===== config.mk =====
export PLATFORM = sky130hd
export DESIGN_NAME = mem_stage_lsu_flat
export DESIGN_NICKNAME = d
export VERILOG_FILES = /design/src/rtl/mem_stage_lsu_if.sv /design/src/rtl/mem_stage_lsu.sv /design/src/flat_wrapper.sv
export SDC_FILE = /design/constraint.sdc
export NUM_CORES = 1
export LEC_CHECK = 0
export ABC_AREA = 1
export CORE_MARGIN = 4
export CORE_UTILIZATION = 50
export DETAILED_ROUTE_END_ITERATION = 8
export GPL_TIMING_DRIVEN = 0
export PLACE_DENSITY = 0.95
export SETUP_SLACK_MARGIN = 0.02
export SKIP_LAST_GASP = 1
export SYNTH_ARGS = -nofsm -noshare
export SYNTH_HDL_FRONTEND = slang
export SYNTH_SLANG_ARGS = --single-unit
export TNS_END_PERCENT = 20

===== constraint.sdc =====
create_clock -name Clk -period 2.74 [get_ports Clk]
set_input_delay 0.274 -clock Clk [delete_from_list [all_inputs] [get_ports Clk]]
set_output_delay 0.274 -clock Clk [all_outputs]
set_load 0.05 [all_outputs]

===== src/rtl/mem_stage_lsu_if.sv =====
// Bundle of EX handoff, data-memory port and writeback packet
// for the RV32I memory stage.
interface mem_stage_lsu_if;
  logic        EX_valid;
  logic        EX_ready;
  logic [31:0] EX_ALU_result;
  logic [31:0] EX_rs2_data;
  logic [4:0]  EX_rd_addr;
  logic [2:0]  EX_funct3;
  logic        EX_mem_read;
  logic        EX_mem_write;
  logic        EX_reg_write;

  logic        DMEM_req;
  logic        DMEM_we;
  logic [31:0] DMEM_addr;
  logic [31:0] DMEM_wdata;
  logic [3:0]  DMEM_be;
  logic        DMEM_gnt;
  logic        DMEM_rvalid;
  logic [31:0] DMEM_rdata;

  logic        MEM_valid;
  logic [4:0]  MEM_rd_addr;
  logic        MEM_reg_write;
  logic [31:0] MEM_wb_data;
  logic        MEM_exception;

  modport master (
    input  EX_valid, EX_ALU_result, EX_rs2_data,
    input  EX_rd_addr, EX_funct3, EX_mem_read,
    input  EX_mem_write, EX_reg_write,
    input  DMEM_gnt, DMEM_rvalid, DMEM_rdata,
    output EX_ready,
    output DMEM_req, DMEM_we, DMEM_addr,
    output DMEM_wdata, DMEM_be,
    output MEM_valid, MEM_rd_addr, MEM_reg_write,
    output MEM_wb_data, MEM_exception
  );

  modport slave (
    output EX_valid, EX_ALU_result, EX_rs2_data,
    output EX_rd_addr, EX_funct3, EX_mem_read,
    output EX_mem_write, EX_reg_write,
    output DMEM_gnt, DMEM_rvalid, DMEM_rdata,
    input  EX_ready,
    input  DMEM_req, DMEM_we, DMEM_addr,
    input  DMEM_wdata, DMEM_be,
    input  MEM_valid, MEM_rd_addr, MEM_reg_write,
    input  MEM_wb_data, MEM_exception
  );
endinterface


===== src/rtl/mem_stage_lsu.sv =====
// RV32I memory stage: EX/MEM register, load/store unit with
// req/gnt/rvalid port, lane alignment and writeback packet.
module mem_stage_lsu (
  input logic            Clk,
  input logic            Reset,
  mem_stage_lsu_if.master bus
);
  typedef enum logic [1:0] {IDLE, REQ, WAIT} state_t;

  state_t state, state_nx;

  logic        ready;
  logic        accept;
  logic        is_mem;
  logic        misalign;
  logic        illegal;
  logic        fault;
  logic [1:0]  off;
  logic [2:0]  f3;
  logic [31:0] st_wdata;
  logic [3:0]  st_be;

  logic [31:0] ea_q;
  logic [1:0]  off_q;
  logic [2:0]  f3_q;
  logic [4:0]  rd_q;
  logic        rw_q;

  logic [31:0] shifted;
  logic [15:0] half;
  logic [31:0] ld_data;
  logic        done_st;
  logic        done_ld;

  logic        req;
  logic        we;
  logic [31:0] addr;
  logic [31:0] wdata;
  logic [3:0]  be;
  logic        mvalid;
  logic [4:0]  mrd;
  logic        mrw;
  logic [31:0] mwb;
  logic        mexc;

  assign off    = bus.EX_ALU_result[1:0];
  assign f3     = bus.EX_funct3;
  assign is_mem = bus.EX_mem_read | bus.EX_mem_write;
  assign ready  = (state == IDLE);
  assign accept = bus.EX_valid & ready;
  assign req    = (state == REQ);

  always_comb begin
    misalign = 1'b0;
    case (f3[1:0])
      2'b01:   misalign = off[0];
      2'b10:   misalign = |off;
      default: misalign = 1'b0;
    endcase
  end

  // Loads allow 000,001,010,100,101; stores 000..010.
  always_comb begin
    illegal = 1'b0;
    if (bus.EX_mem_write)
      illegal = (f3 > 3'd2);
    else
      illegal = (f3 == 3'b011) | (f3[2:1] == 2'b11);
  end

  assign fault = is_mem & (misalign | illegal);

  always_comb begin
    st_wdata = bus.EX_rs2_data;
    st_be    = 4'b1111;
    case (f3[1:0])
      2'b00: begin
        st_wdata = {4{bus.EX_rs2_data[7:0]}};
        st_be    = 4'b0001 << off;
      end
      2'b01: begin
        st_wdata = {2{bus.EX_rs2_data[15:0]}};
        st_be    = off[1] ? 4'b1100 : 4'b0011;
      end
      default: ;
    endcase
  end

  assign shifted = bus.DMEM_rdata >> {off_q, 3'b000};
  assign half    = off_q[1] ? bus.DMEM_rdata[31:16]
                            : bus.DMEM_rdata[15:0];

  always_comb begin
    ld_data = bus.DMEM_rdata;
    case (f3_q)
      3'b000:  ld_data = {{24{shifted[7]}}, shifted[7:0]};
      3'b100:  ld_data = {24'b0, shifted[7:0]};
      3'b001:  ld_data = {{16{half[15]}}, half};
      3'b101:  ld_data = {16'b0, half};
      default: ld_data = bus.DMEM_rdata;
    endcase
  end

  assign done_st = req & bus.DMEM_gnt & we;
  assign done_ld = (state == WAIT) & bus.DMEM_rvalid;

  always_ff @(posedge Clk) begin
    if (Reset) state <= IDLE;
    else       state <= state_nx;
  end

  always_comb begin
    state_nx = state;
    unique case (state)
      IDLE:
        if (accept && is_mem && !fault)
          state_nx = REQ;
      REQ:
        if (bus.DMEM_gnt)
          state_nx = we ? IDLE : WAIT;
      WAIT:
        if (bus.DMEM_rvalid)
          state_nx = IDLE;
      default: state_nx = IDLE;
    endcase
  end

  always_ff @(posedge Clk) begin
    if (Reset) begin
      ea_q   <= '0;
      off_q  <= '0;
      f3_q   <= '0;
      rd_q   <= '0;
      rw_q   <= 1'b0;
      we     <= 1'b0;
      addr   <= '0;
      wdata  <= '0;
      be     <= '0;
      mvalid <= 1'b0;
      mrd    <= '0;
      mrw    <= 1'b0;
      mwb    <= '0;
      mexc   <= 1'b0;
    end else begin
      mvalid <= 1'b0;
      if (accept) begin
        if (is_mem && !fault) begin
          ea_q  <= bus.EX_ALU_result;
          off_q <= off;
          f3_q  <= f3;
          rd_q  <= bus.EX_rd_addr;
          rw_q  <= bus.EX_reg_write
                 & bus.EX_mem_read
                 & (|bus.EX_rd_addr);
          we    <= bus.EX_mem_write;
          addr  <= {bus.EX_ALU_result[31:2], 2'b00};
          wdata <= bus.EX_mem_write ? st_wdata : '0;
          be    <= bus.EX_mem_write ? st_be : 4'b0000;
        end else begin
          mvalid <= 1'b1;
          mrd    <= bus.EX_rd_addr;
          mrw    <= bus.EX_reg_write
                  & !is_mem
                  & (|bus.EX_rd_addr);
          mwb    <= bus.EX_ALU_result;
          mexc   <= fault;
        end
      end
      if (done_st) begin
        mvalid <= 1'b1;
        mrd    <= rd_q;
        mrw    <= 1'b0;
        mwb    <= ea_q;
        mexc   <= 1'b0;
      end
      if (done_ld) begin
        mvalid <= 1'b1;
        mrd    <= rd_q;
        mrw    <= rw_q;
        mwb    <= ld_data;
        mexc   <= 1'b0;
      end
    end
  end

  assign bus.EX_ready      = ready;
  assign bus.DMEM_req      = req;
  assign bus.DMEM_we       = we;
  assign bus.DMEM_addr     = addr;
  assign bus.DMEM_wdata    = wdata;
  assign bus.DMEM_be       = be;
  assign bus.MEM_valid     = mvalid;
  assign bus.MEM_rd_addr   = mrd;
  assign bus.MEM_reg_write = mrw;
  assign bus.MEM_wb_data   = mwb;
  assign bus.MEM_exception = mexc;
endmodule


===== src/flat_wrapper.sv =====
// flat-port wrapper written by rule: the top's interface ports become plain ports
module mem_stage_lsu_flat 
  (Clk, Reset, bus_EX_valid, bus_EX_ALU_result, bus_EX_rs2_data, bus_EX_rd_addr, bus_EX_funct3, bus_EX_mem_read, bus_EX_mem_write, bus_EX_reg_write, bus_DMEM_gnt, bus_DMEM_rvalid, bus_DMEM_rdata, bus_EX_ready, bus_DMEM_req, bus_DMEM_we, bus_DMEM_addr, bus_DMEM_wdata, bus_DMEM_be, bus_MEM_valid, bus_MEM_rd_addr, bus_MEM_reg_write, bus_MEM_wb_data, bus_MEM_exception);
  mem_stage_lsu_if bus_i ();
  input logic Clk;
  input logic Reset;
  input wire logic [$bits(bus_i.EX_valid)-1:0] bus_EX_valid;
  input wire logic [$bits(bus_i.EX_ALU_result)-1:0] bus_EX_ALU_result;
  input wire logic [$bits(bus_i.EX_rs2_data)-1:0] bus_EX_rs2_data;
  input wire logic [$bits(bus_i.EX_rd_addr)-1:0] bus_EX_rd_addr;
  input wire logic [$bits(bus_i.EX_funct3)-1:0] bus_EX_funct3;
  input wire logic [$bits(bus_i.EX_mem_read)-1:0] bus_EX_mem_read;
  input wire logic [$bits(bus_i.EX_mem_write)-1:0] bus_EX_mem_write;
  input wire logic [$bits(bus_i.EX_reg_write)-1:0] bus_EX_reg_write;
  input wire logic [$bits(bus_i.DMEM_gnt)-1:0] bus_DMEM_gnt;
  input wire logic [$bits(bus_i.DMEM_rvalid)-1:0] bus_DMEM_rvalid;
  input wire logic [$bits(bus_i.DMEM_rdata)-1:0] bus_DMEM_rdata;
  output wire logic [$bits(bus_i.EX_ready)-1:0] bus_EX_ready;
  output wire logic [$bits(bus_i.DMEM_req)-1:0] bus_DMEM_req;
  output wire logic [$bits(bus_i.DMEM_we)-1:0] bus_DMEM_we;
  output wire logic [$bits(bus_i.DMEM_addr)-1:0] bus_DMEM_addr;
  output wire logic [$bits(bus_i.DMEM_wdata)-1:0] bus_DMEM_wdata;
  output wire logic [$bits(bus_i.DMEM_be)-1:0] bus_DMEM_be;
  output wire logic [$bits(bus_i.MEM_valid)-1:0] bus_MEM_valid;
  output wire logic [$bits(bus_i.MEM_rd_addr)-1:0] bus_MEM_rd_addr;
  output wire logic [$bits(bus_i.MEM_reg_write)-1:0] bus_MEM_reg_write;
  output wire logic [$bits(bus_i.MEM_wb_data)-1:0] bus_MEM_wb_data;
  output wire logic [$bits(bus_i.MEM_exception)-1:0] bus_MEM_exception;
  assign bus_i.EX_valid = bus_EX_valid;
  assign bus_i.EX_ALU_result = bus_EX_ALU_result;
  assign bus_i.EX_rs2_data = bus_EX_rs2_data;
  assign bus_i.EX_rd_addr = bus_EX_rd_addr;
  assign bus_i.EX_funct3 = bus_EX_funct3;
  assign bus_i.EX_mem_read = bus_EX_mem_read;
  assign bus_i.EX_mem_write = bus_EX_mem_write;
  assign bus_i.EX_reg_write = bus_EX_reg_write;
  assign bus_i.DMEM_gnt = bus_DMEM_gnt;
  assign bus_i.DMEM_rvalid = bus_DMEM_rvalid;
  assign bus_i.DMEM_rdata = bus_DMEM_rdata;
  assign bus_EX_ready = bus_i.EX_ready;
  assign bus_DMEM_req = bus_i.DMEM_req;
  assign bus_DMEM_we = bus_i.DMEM_we;
  assign bus_DMEM_addr = bus_i.DMEM_addr;
  assign bus_DMEM_wdata = bus_i.DMEM_wdata;
  assign bus_DMEM_be = bus_i.DMEM_be;
  assign bus_MEM_valid = bus_i.MEM_valid;
  assign bus_MEM_rd_addr = bus_i.MEM_rd_addr;
  assign bus_MEM_reg_write = bus_i.MEM_reg_write;
  assign bus_MEM_wb_data = bus_i.MEM_wb_data;
  assign bus_MEM_exception = bus_i.MEM_exception;
  mem_stage_lsu u_core (.Clk(Clk), .Reset(Reset), .bus(bus_i));
endmodule

### Yosys cells after proc, flatten, opt, wreduce, memory -nomap -nowiden

Cells that the tools add are included.

| cells by class | value |
|---|---|
| $add $sub $neg | 0 |
| $mul | 0 |
| div/mod/pow operators | 0 |
| order comparisons | 1 |
| equality and inequality tests | 13 |
| shifts and indexed selects | 2 |
| mux-type cells | 30 |
| bitwise gates (word level) | 13 |
| reductions and logical operators | 16 |

Operators by type and width:

| kind | count |
|---|---|
| 32-bit two-way mux | 5 |
| 32-bit case mux with 4 select lines | 1 |
| 32-bit case mux with 2 select lines | 1 |
| 32-bit by 5-bit right shift with 8-bit output | 1 |
| 5-bit two-way mux | 4 |
| 16-bit two-way mux | 1 |
| 1-bit AND | 9 |
| 1-bit two-way mux | 9 |
| 2-bit two-way mux | 4 |
| 4-bit two-way mux | 2 |
| 4-bit case mux with 2 select lines | 1 |
| 2-bit == test, second input constant | 3 |
| 3-bit == test, second input constant | 2 |
| 2-bit != test, second input constant | 3 |
| 2-bit case mux with 3 select lines | 1 |
| 2-bit AND reduction | 3 |
| 5-bit OR reduction | 1 |
| 2-bit by 1-bit == test with 1-bit output, second input constant | 2 |
| 2-bit logical NOT | 2 |
| 1-bit by 2-bit left shift with 4-bit output, first input constant | 1 |
| 3-bit by 1-bit == test with 1-bit output, second input constant | 1 |
| 3-bit by 2-bit == test with 1-bit output, second input constant | 1 |
| 3-bit by 2-bit greater-than comparator with 1-bit output, second input constant | 1 |
| 1-bit logical AND | 3 |
| 10 further kinds | 13 |

| storage, ports and cells | value |
|---|---|
| bits in registers | 152 |
| bits in latches | 0 |
| memory bits (writable) | 0 |
| memory bits (read-only) | 0 |
| output and inout port bits | 111 |
| memories | 0 |

### Depth between registers and ports, before layout

Gate-level depths: netlist of run 1.

| depth | value |
|---|---|
| depth after elaboration | 11 |
| mapped depth | 13 |
| gate-level depth less buffers | 12 |

### Least setup slack after synthesis of run 1

OpenSTA, ideal clock, no wires.

| timing path | value |
|---|---|
| path kind | register to register |
| from | reg u_core.state[0] |
| to | reg u_core.we, in the netlist u_core.bus.DMEM_we |
| setup time | 132 ps |
| arrival | 1677 ps |
| required time | 2608 ps |
| setup slack | 931 ps |
| cell stages (with the launch flop) | 9 |
| period minus slack after synthesis | 1809 ps |
| cell sequence | dfxtp_1 -> nor2_2 -> nand2_2 -> nor2_8 -> nand2_4 -> buf_6 -> buf_6 -> nand2_1 -> a21oi_1 |

| between the ends | value |
|---|---|
| cells in the longest elaborated chain, start to end | 3 |

Ends and longest elaborated chain:

| element | RTL line | text |
|---|---|---|
| start, declared | mem_stage_lsu.sv:10 | `state_t state, state_nx;` |
| start signal, assigned | mem_stage_lsu.sv:109 | `else state <= state_nx;` |
| 2-bit logical NOT | mem_stage_lsu.sv:49 | `assign ready = (state == IDLE);` |
| via bus_EX_ready | flat_wrapper.sv:18 | `output wire logic [$bits(bus_i.EX_ready)-1:0] bus_EX_ready;` |
| 1-bit AND | mem_stage_lsu.sv:50 | `assign accept = bus.EX_valid & ready;` |
| 2-bit AND reduction (no source line) | n/a |  |
| end signal, assigned | mem_stage_lsu.sv:155 | `we <= bus.EX_mem_write;` |
| end, declared | mem_stage_lsu.sv:36 | `logic we;` |

The timed path passes the listed nets, and every way through them passes these cells.
A chain may end at the register's enable or synchronous reset.

### Worst setup path after layout of run 1

| timing path | value |
|---|---|
| from | in bus_EX_funct3[1] |
| to | reg u_core.wdata[28], in the netlist u_core.bus.DMEM_wdata[28] |

| between the ends | value |
|---|---|
| cells in the longest elaborated chain, start to end | 8 |

Ends and longest elaborated chain:

| element | RTL line | text |
|---|---|---|
| start, declared | flat_wrapper.sv:11 | `input wire logic [$bits(bus_i.EX_funct3)-1:0] bus_EX_funct3;` |
| parallel branches: the longest is 8 deep, another holds 3-bit by 2-bit greater-than comparator with 1-bit output | n/a |  |
| end signal, assigned | mem_stage_lsu.sv:157 | `wdata <= bus.EX_mem_write ? st_wdata : '0;` |
| end, declared | mem_stage_lsu.sv:38 | `logic [31:0] wdata;` |

Parallel ways; which one is timed is not known.

==> flow_summary.json, run 1 <==
{
  "fmax_mhz": 446,
  "viasPerCell": 5.50,
  "cts_tree": "done",
  "first_iter_violations": 887,
  "yosys.area.top_type": "dfxtp_1",
  "fin_setup_tns_ns": 0,
  "ys_warn_count": 0,
  "finalHoldViolCount": 0,
  "route.detailed.drc": 0,
  "ys.flop_type": "dfxtp_1",
  "grt_pass1_wl_um": 38500,
  "syn_inst": 995,
  "htreeDepth": 4,
  "wl_per_cell_um": 17.7,
  "cts_buffer_depth": 2,
  "place_congestion": 0.965,
  "synth-xor-area-share_pct": 0,
  "synth_area_per_cell_um2": 6.55,
  "slew_headroom_pct": 53.9,
  "grt_pass1_vias": 7397,
  "skew_ns": 0.00951,
  "slew_viol_final": 0,
  "synthSimpleGateAreaFrac_pct": 33.0,
  "crit_path_end_kind": "flip-flop",
  "totalPowerFinal_mw": 5.82,
  "track_usage_pct": 33.3,
  "antenna_found_initial": 0,
  "synth_top_family_by_area": "simple AND/OR/NAND/NOR gates",
  "worst_pin_slew_ns": 0.691,
  "power_density_nw_per_um2": 612,
  "synth.cell_area_um2": 6520,
  "yosysSeqAreaShare_pct": 36.8,
  "synth-seq-cells": 120,
  "register_area_um2": 2400,
  "syn2layout_area_growth_pct": 46.0,
  "num_vias": 7822,
  "clock_sinks": 120,
  "hold_buffers": 0,
  "clk_latency_ns": 0.42,
  "dr.pass1.iters": 5,
  "status": "completed",
  "final-setup-viol-count": 0,
  "timing.final.crit_share_pct": 81.8,
  "criticalPathCategory": "in2reg",
  "multi_input_area_um2": 3340,
  "cts.clk_slew.worst_paths_ns": 0.05,
  "required_ns": 3.04,
  "synth_mux_area_share_pct": 0.153,
  "crit_path_max_fanout": 10,
  "cp-start-kind": "primary input",
  "drtAntennaViolNets": 0,
  "yosys.area.top_type_share_pct": 36.8,
  "cp_data_arrival_time_ns": 2.54,
  "synthTopCellsByArea": "dfxtp_1 (37%), nand2_1 (17%), nor2_1 (7.4%)",
  "synth_cell_types": 34,
  "start_util_pct": 51.5,
  "io_pins": 223,
  "wirelength_um": 25100,
  "layout_min_cycle_time_ns": 2.24,
  "num_rows": 41,
  "synth-compound-area-share_pct": 17.1,
  "drive_gt1_share_pct": 10.5,
  "maxCapViolCount": 0,
  "dieArea_um2": 14900,
  "die_h_um": 122,
  "numCtsBuffers": 17,
  "n_fill_cell": 962,
  "synth_fa_ha_area_share_pct": 0.767,
  "grt_max_degree": 17,
  "hold_path_class": "reg2reg",
  "die_w_um": 122,
  "nets": 1351,
  "vdd_drop_max_uv": 428,
  "rrSetupSlack_ns": 0.71,
  "core_um2": 12700,
  "synthArstFlopShare_pct": 0,
  "overflow": 0,
  "synth_edf_count": 0,
  "rsz0062_at_grt": "no",
  "cts-root-buf": "clkbuf_16",
  "dp_hpwl_um": 18700,
  "p_leak_nw": 4.05,
  "post-cts-setup-buffers": 0,
  "cts_resized": 0,
  "placement.io_buffers": 220
}
final cells by class:
cell class	instances	area share [%]
well taps	172	2.26
multi-input cells	727	35.0
repair buffers	220	23.1
flip-flops and latches	120	25.2
inverters	53	2.12
plain buffers	96	6.15
clock buffers	23	5.02
diodes	1	0.0263
clock inverters	9	1.03
placed cells by master (no fill, tap or decap), types with 32 or more instances in the layout:
master	netlist	final
buf_4	35	35
inv_1	47	47
nor2_1	129	129
clkbuf_1	29	32
dfxtp_1	120	120
a21oi_1	72	72
o211ai_1	32	32
clkdlybuf4s50_1	0	220
nand3_1	32	32
o21ai_0	93	93
nand2_1	298	298
critical path, stage by stage:
cell and delay [ns]:
clkdlybuf4s50_1 0.57, inv_1 0.14, ha_1 0.22, buf_2 0.21, nor2_4 0.25, inv_2 0.15
buf_2 0.22, o21ai_0 0.30, nor2_1 0.07, nand2_1 0.08, a21oi_1 0.05
cell usage after synthesis (2+ instances only):
library cell	count
a21oi_1	72
buf_4	35
or2_2	19
nor3_1	2
o21ai_1	5
nand3_1	32
o21ai_0	93
nor2_4	2
inv_2	4
clkbuf_4	2
ha_1	4
dfxtp_1	120
nand4_1	24
nand2_4	2
nand2_2	3
clkbuf_1	29
nand2_1	298
nor2_1	129
buf_2	21
o211ai_1	32
buf_6	8
inv_1	47
sequential cells by signal (all words and copies together), names as in the netlist:
| register | flops |
|---|---|
| u_core.bus.MEM_rd_addr | 5 |
| u_core.rw_q | 1 |
| u_core.bus.MEM_wb_data | 32 |
| u_core.rd_q | 5 |
| u_core.bus.MEM_reg_write | 1 |
| u_core.bus.MEM_valid | 1 |
| u_core.ea_q | 31 |
| u_core.state | 2 |
| u_core.bus.MEM_exception | 1 |
| u_core.bus.DMEM_be | 4 |
| u_core.f3_q | 3 |
| u_core.bus.DMEM_wdata | 32 |
| u_core.off_q | 1 |
| u_core.bus.DMEM_we | 1 |
power breakdown:
group	internal, mW	leakage (nW)	switching [mW]
Combinational	0.616	2.79	1.04
Sequential	1.88	0.981	0.0900
Clock	1.40	0.286	0.799
Total	3.89	4.05	1.93
path summary, 6_finish.rpt:
kind | from | to | cells past startpoint
hold / removal | u_core.bus.MEM_rd_addr[0]$_SDFFE_PP0P_ | u_core.bus.MEM_rd_addr[0]$_SDFFE_PP0P_ | 2
setup reg to reg | u_core.bus.DMEM_we$_SDFFE_PP0P_ | u_core.bus.MEM_wb_data[6]$_SDFFE_PP0P_ | 6
setup / recovery | bus_EX_funct3[1] | u_core.bus.DMEM_wdata[28]$_SDFFE_PP0P_ | 11
hold reg to reg | u_core.bus.MEM_rd_addr[0]$_SDFFE_PP0P_ | u_core.bus.MEM_rd_addr[0]$_SDFFE_PP0P_ | 2
cell families after synthesis:
family | after synthesis
AO/OA/AOI/OAI | 205
multiplexers | 1
AND/OR/NAND/NOR | 515
flip-flops | 120
other | 1
adder cells (fa/ha/maj) | 4
buffers and inverters | 149
through the flow:
stage | setup WS, ns | hold WS [ns] | instance area, µm² | std cells | util [%]
2_1_floorplan | 0.931 | 0.437 | 6530 | 996 | -
3_3_place_gp | 0.247 | 0.437 | 8940 | 1388 | 70.6
3_5_place_dp | 0.205 | 0.439 | 8940 | 1388 | 70.6
4_1_cts | 0.555 | 0.459 | 9520 | 1420 | 75.1
5_1_grt | 0.448 | 0.480 | 9520 | 1420 | 75.1
6_report | 0.499 | 0.455 | 9520 | 1421 | 75.1
per-layer routing:
layer	share of wire (%)	vias to the layer above	wire (µm)	global-route usage (%)
met4	3.8	0	960	13.1
met5	0	-	0	0
li1	-	3678	-	-
met1	39	3564	9910	43.1
met3	10	87	2590	8.77
met2	46	493	11700	53.0
(Power assumes the default switching activity.)
==> inputs of run 2 (changes only) <==
--- a/config.mk
+++ b/config.mk
@@ -7,10 +7,10 @@
 export LEC_CHECK = 0
 export ABC_AREA = 1
 export CORE_MARGIN = 4
-export CORE_UTILIZATION = 50
+export CORE_UTILIZATION = 42
 export DETAILED_ROUTE_END_ITERATION = 8
 export GPL_TIMING_DRIVEN = 0
-export PLACE_DENSITY = 0.95
+export PLACE_DENSITY = 0.87
 export SETUP_SLACK_MARGIN = 0.02
 export SKIP_LAST_GASP = 1
 export SYNTH_ARGS = -nofsm -noshare
==> constraint.sdc (replaced) <==
create_clock -name Clk -period 2 [get_ports Clk]
set_input_delay 0.2 -clock Clk [delete_from_list [all_inputs] [get_ports Clk]]
set_output_delay 0.2 -clock Clk [all_outputs]
set_load 0.05 [all_outputs]
==> run 2 against run 1 <==
Compared with the run above: sequential share of layout area shrank 0.36 points; sequential cell count is the same; clock-buffer cell count shrank 1; clock skew grew 0.0085 ns; routed wire length shrank 2.6%; critical endpoint is now bus_DMEM_addr[3]; largest cell class unchanged.
==> flow_summary.json, run 2 (same netlist as run 1, synthesis figures left out) <==
{
  "status": "completed",
  "crit_path_max_fanout": 3,
  "fmax_mhz": 517,
  "slew_viol_final": 0,
  "clock_sinks": 120,
  "numCtsBuffers": 17,
  "rrSetupSlack_ns": 0.08,
  "maxCapViolCount": 0,
  "syn2layout_area_growth_pct": 48.1,
  "dr.pass1.iters": 7,
  "core_um2": 15200,
  "overflow": 0,
  "min_path_cells": 3,
  "cts-root-buf": "clkbuf_16",
  "required_ns": 1.80,
  "viasPerCell": 5.29,
  "vdd_drop_max_uv": 660,
  "hold_buffers": 0,
  "finalHoldViolCount": 0,
  "timing.final.crit_share_pct": 96.7,
  "min_from": "bus_EX_funct3[1]",
  "num_vias": 7617,
  "dpl_cell_area_um2": 8960,
  "die_h_um": 133,
  "criticalPathCategory": "reg2out",
  "place_congestion": 0.941,
  "die_w_um": 133,
  "layout_min_cycle_time_ns": 1.93,
  "totalPowerFinal_mw": 8.32,
  "wl_per_cell_um": 17.0,
  "power_density_nw_per_um2": 862,
  "worst_pin_slew_ns": 0.649,
  "mostFrequentLayoutCells": "nand2_1 (298), clkdlybuf4s50_1 (217), nor2_1 (129)",
  "final_area_um2": 9660,
  "p_leak_nw": 4.12,
  "track_usage_pct": 27.1,
  "grt_pass1_vias": 7252,
  "layout_commonest_cell": "nand2_1",
  "io_pins": 223,
  "hold-path-endpoint": "u_core.f3_q[1]$_SDFFE_PP0P_",
  "route.detailed.drc": 0,
  "hold_path_class": "in2reg",
  "start_util_pct": 42.9,
  "cts.clk_slew.worst_paths_ns": 0.06,
  "dieArea_um2": 17600,
  "num_rows": 45,
  "slew_headroom_pct": 56.7,
  "dp_slack_ns": -0.344,
  "drtAntennaViolNets": 0,
  "skew_ns": 0.0181,
  "htreeDepth": 4,
  "nets": 1355,
  "cp_data_arrival_time_ns": 1.73,
  "worst_slack_ns": 0.0659,
  "r2r_end": "u_core.bus.MEM_wb_data[15]$_SDFFE_PP0P_",
  "cts_tree": "done",
  "first_iter_violations": 669,
  "cp-start-kind": "flip-flop",
  "rsz0062_at_grt": "yes",
  "clk_latency_ns": 0.43,
  "antenna_found_initial": 3,
  "dp_hpwl_um": 18400,
  "grt_pass1_wl_um": 38000,
  "final-setup-viol-count": 0,
  "drive_gt1_share_pct": 11.2,
  "worstReg2RegStart": "u_core.f3_q[0]$_SDFFE_PP0P_",
  "ff2ff_path_depth": 8,
  "crit_path_end_kind": "output port",
  "grt_max_degree": 17,
  "final_core_util_pct": 63.5,
  "placement.io_buffers": 220,
  "wirelength_um": 24500,
  "cts_buffer_depth": 2
}
## run 2: worst max-delay path, stage by stage (launching register included)
cell,delay (ns)
dfxtp_1,0.39
buf_4,0.13
clkdlybuf4s50_1,0.79
## run 2: metal layers
metal / up-vias / track usage, % / part of all wire, %
li1: 3689 / - / -
met1: 3422 / 35.1 / 41
met2: 428 / 42.1 / 45
met3: 76 / 7.00 / 8.9
met4: 2 / 13.3 / 4.4
met5: - / 0 / 0.053
## run 2: final cells by class
| class | instances | area, µm² |
|---|---|---|
| Clock inverter | 10 | 165 |
| Antenna cell | 1 | 2.50 |
| Fill cell | 1295 | 5550 |
| Sequential cell | 120 | 2400 |
| Clock buffer | 22 | 484 |
| Inverter | 53 | 204 |
| Buffer | 96 | 592 |
| Timing Repair Buffer | 224 | 2240 |
| Tap cell | 188 | 235 |
| Multi-Input combinational cell | 727 | 3340 |
## run 2: report_power, final
part / internal, mW / switching, mW / leakage (nW) / total (mW)
clock: 2.22 / 1.14 / 0.309 / 3.36
combinational: 0.854 / 1.41 / 2.83 / 2.26
sequential: 2.57 / 0.122 / 0.981 / 2.70
## run 2: repair_timing
action | in CTS | in global routing
hold endpoints to repair | 0 | 0
setup buffers | 0 | 4
pin swaps | 0 | 1
gates resized for setup | 1 | 12
setup endpoints to repair | 3 | 78
## run 2: worst max-delay path by stage
stage,from,endpoint,cells past startpoint
after floorplan,u_core.state[0]$_SDFFE_PP0P_,u_core.bus.DMEM_we$_SDFFE_PP0P_,8
after global placement,bus_EX_funct3[1],u_core.bus.DMEM_wdata[30]$_SDFFE_PP0P_,12
after detailed placement,bus_EX_funct3[1],u_core.ea_q[29]$_SDFFE_PP0P_,12
after CTS,u_core.state[0]$_SDFFE_PP0P_,bus_EX_ready,2
after global routing,bus_EX_funct3[0],u_core.bus.MEM_wb_data[27]$_SDFFE_PP0P_,11
final,u_core.ea_q[3]$_SDFFE_PP0P_,bus_DMEM_addr[3],2
## run 2: per-stage QoR
stage | std cells | hold slack [ns] | setup TNS [ns]
floorplan | 996 | 0.363 | 0
finish | 1441 | 0.179 | 0
global placement | 1404 | 0.437 | -25.58
detailed placement | 1404 | 0.439 | -29.44
global route | 1441 | 0.241 | -0.0911
CTS | 1436 | 0.426 | -0.0312
==> inputs of run 3 (changes only) <==
--- a/config.mk
+++ b/config.mk
@@ -11,7 +11,6 @@
 export DETAILED_ROUTE_END_ITERATION = 8
 export GPL_TIMING_DRIVEN = 0
 export PLACE_DENSITY = 0.87
-export SETUP_SLACK_MARGIN = 0.02
 export SKIP_LAST_GASP = 1
 export SYNTH_ARGS = -nofsm -noshare
 export SYNTH_HDL_FRONTEND = slang
==> results of run 3 <==
Same layout as run 2: the final DEF is identical, and so are final timing and power.
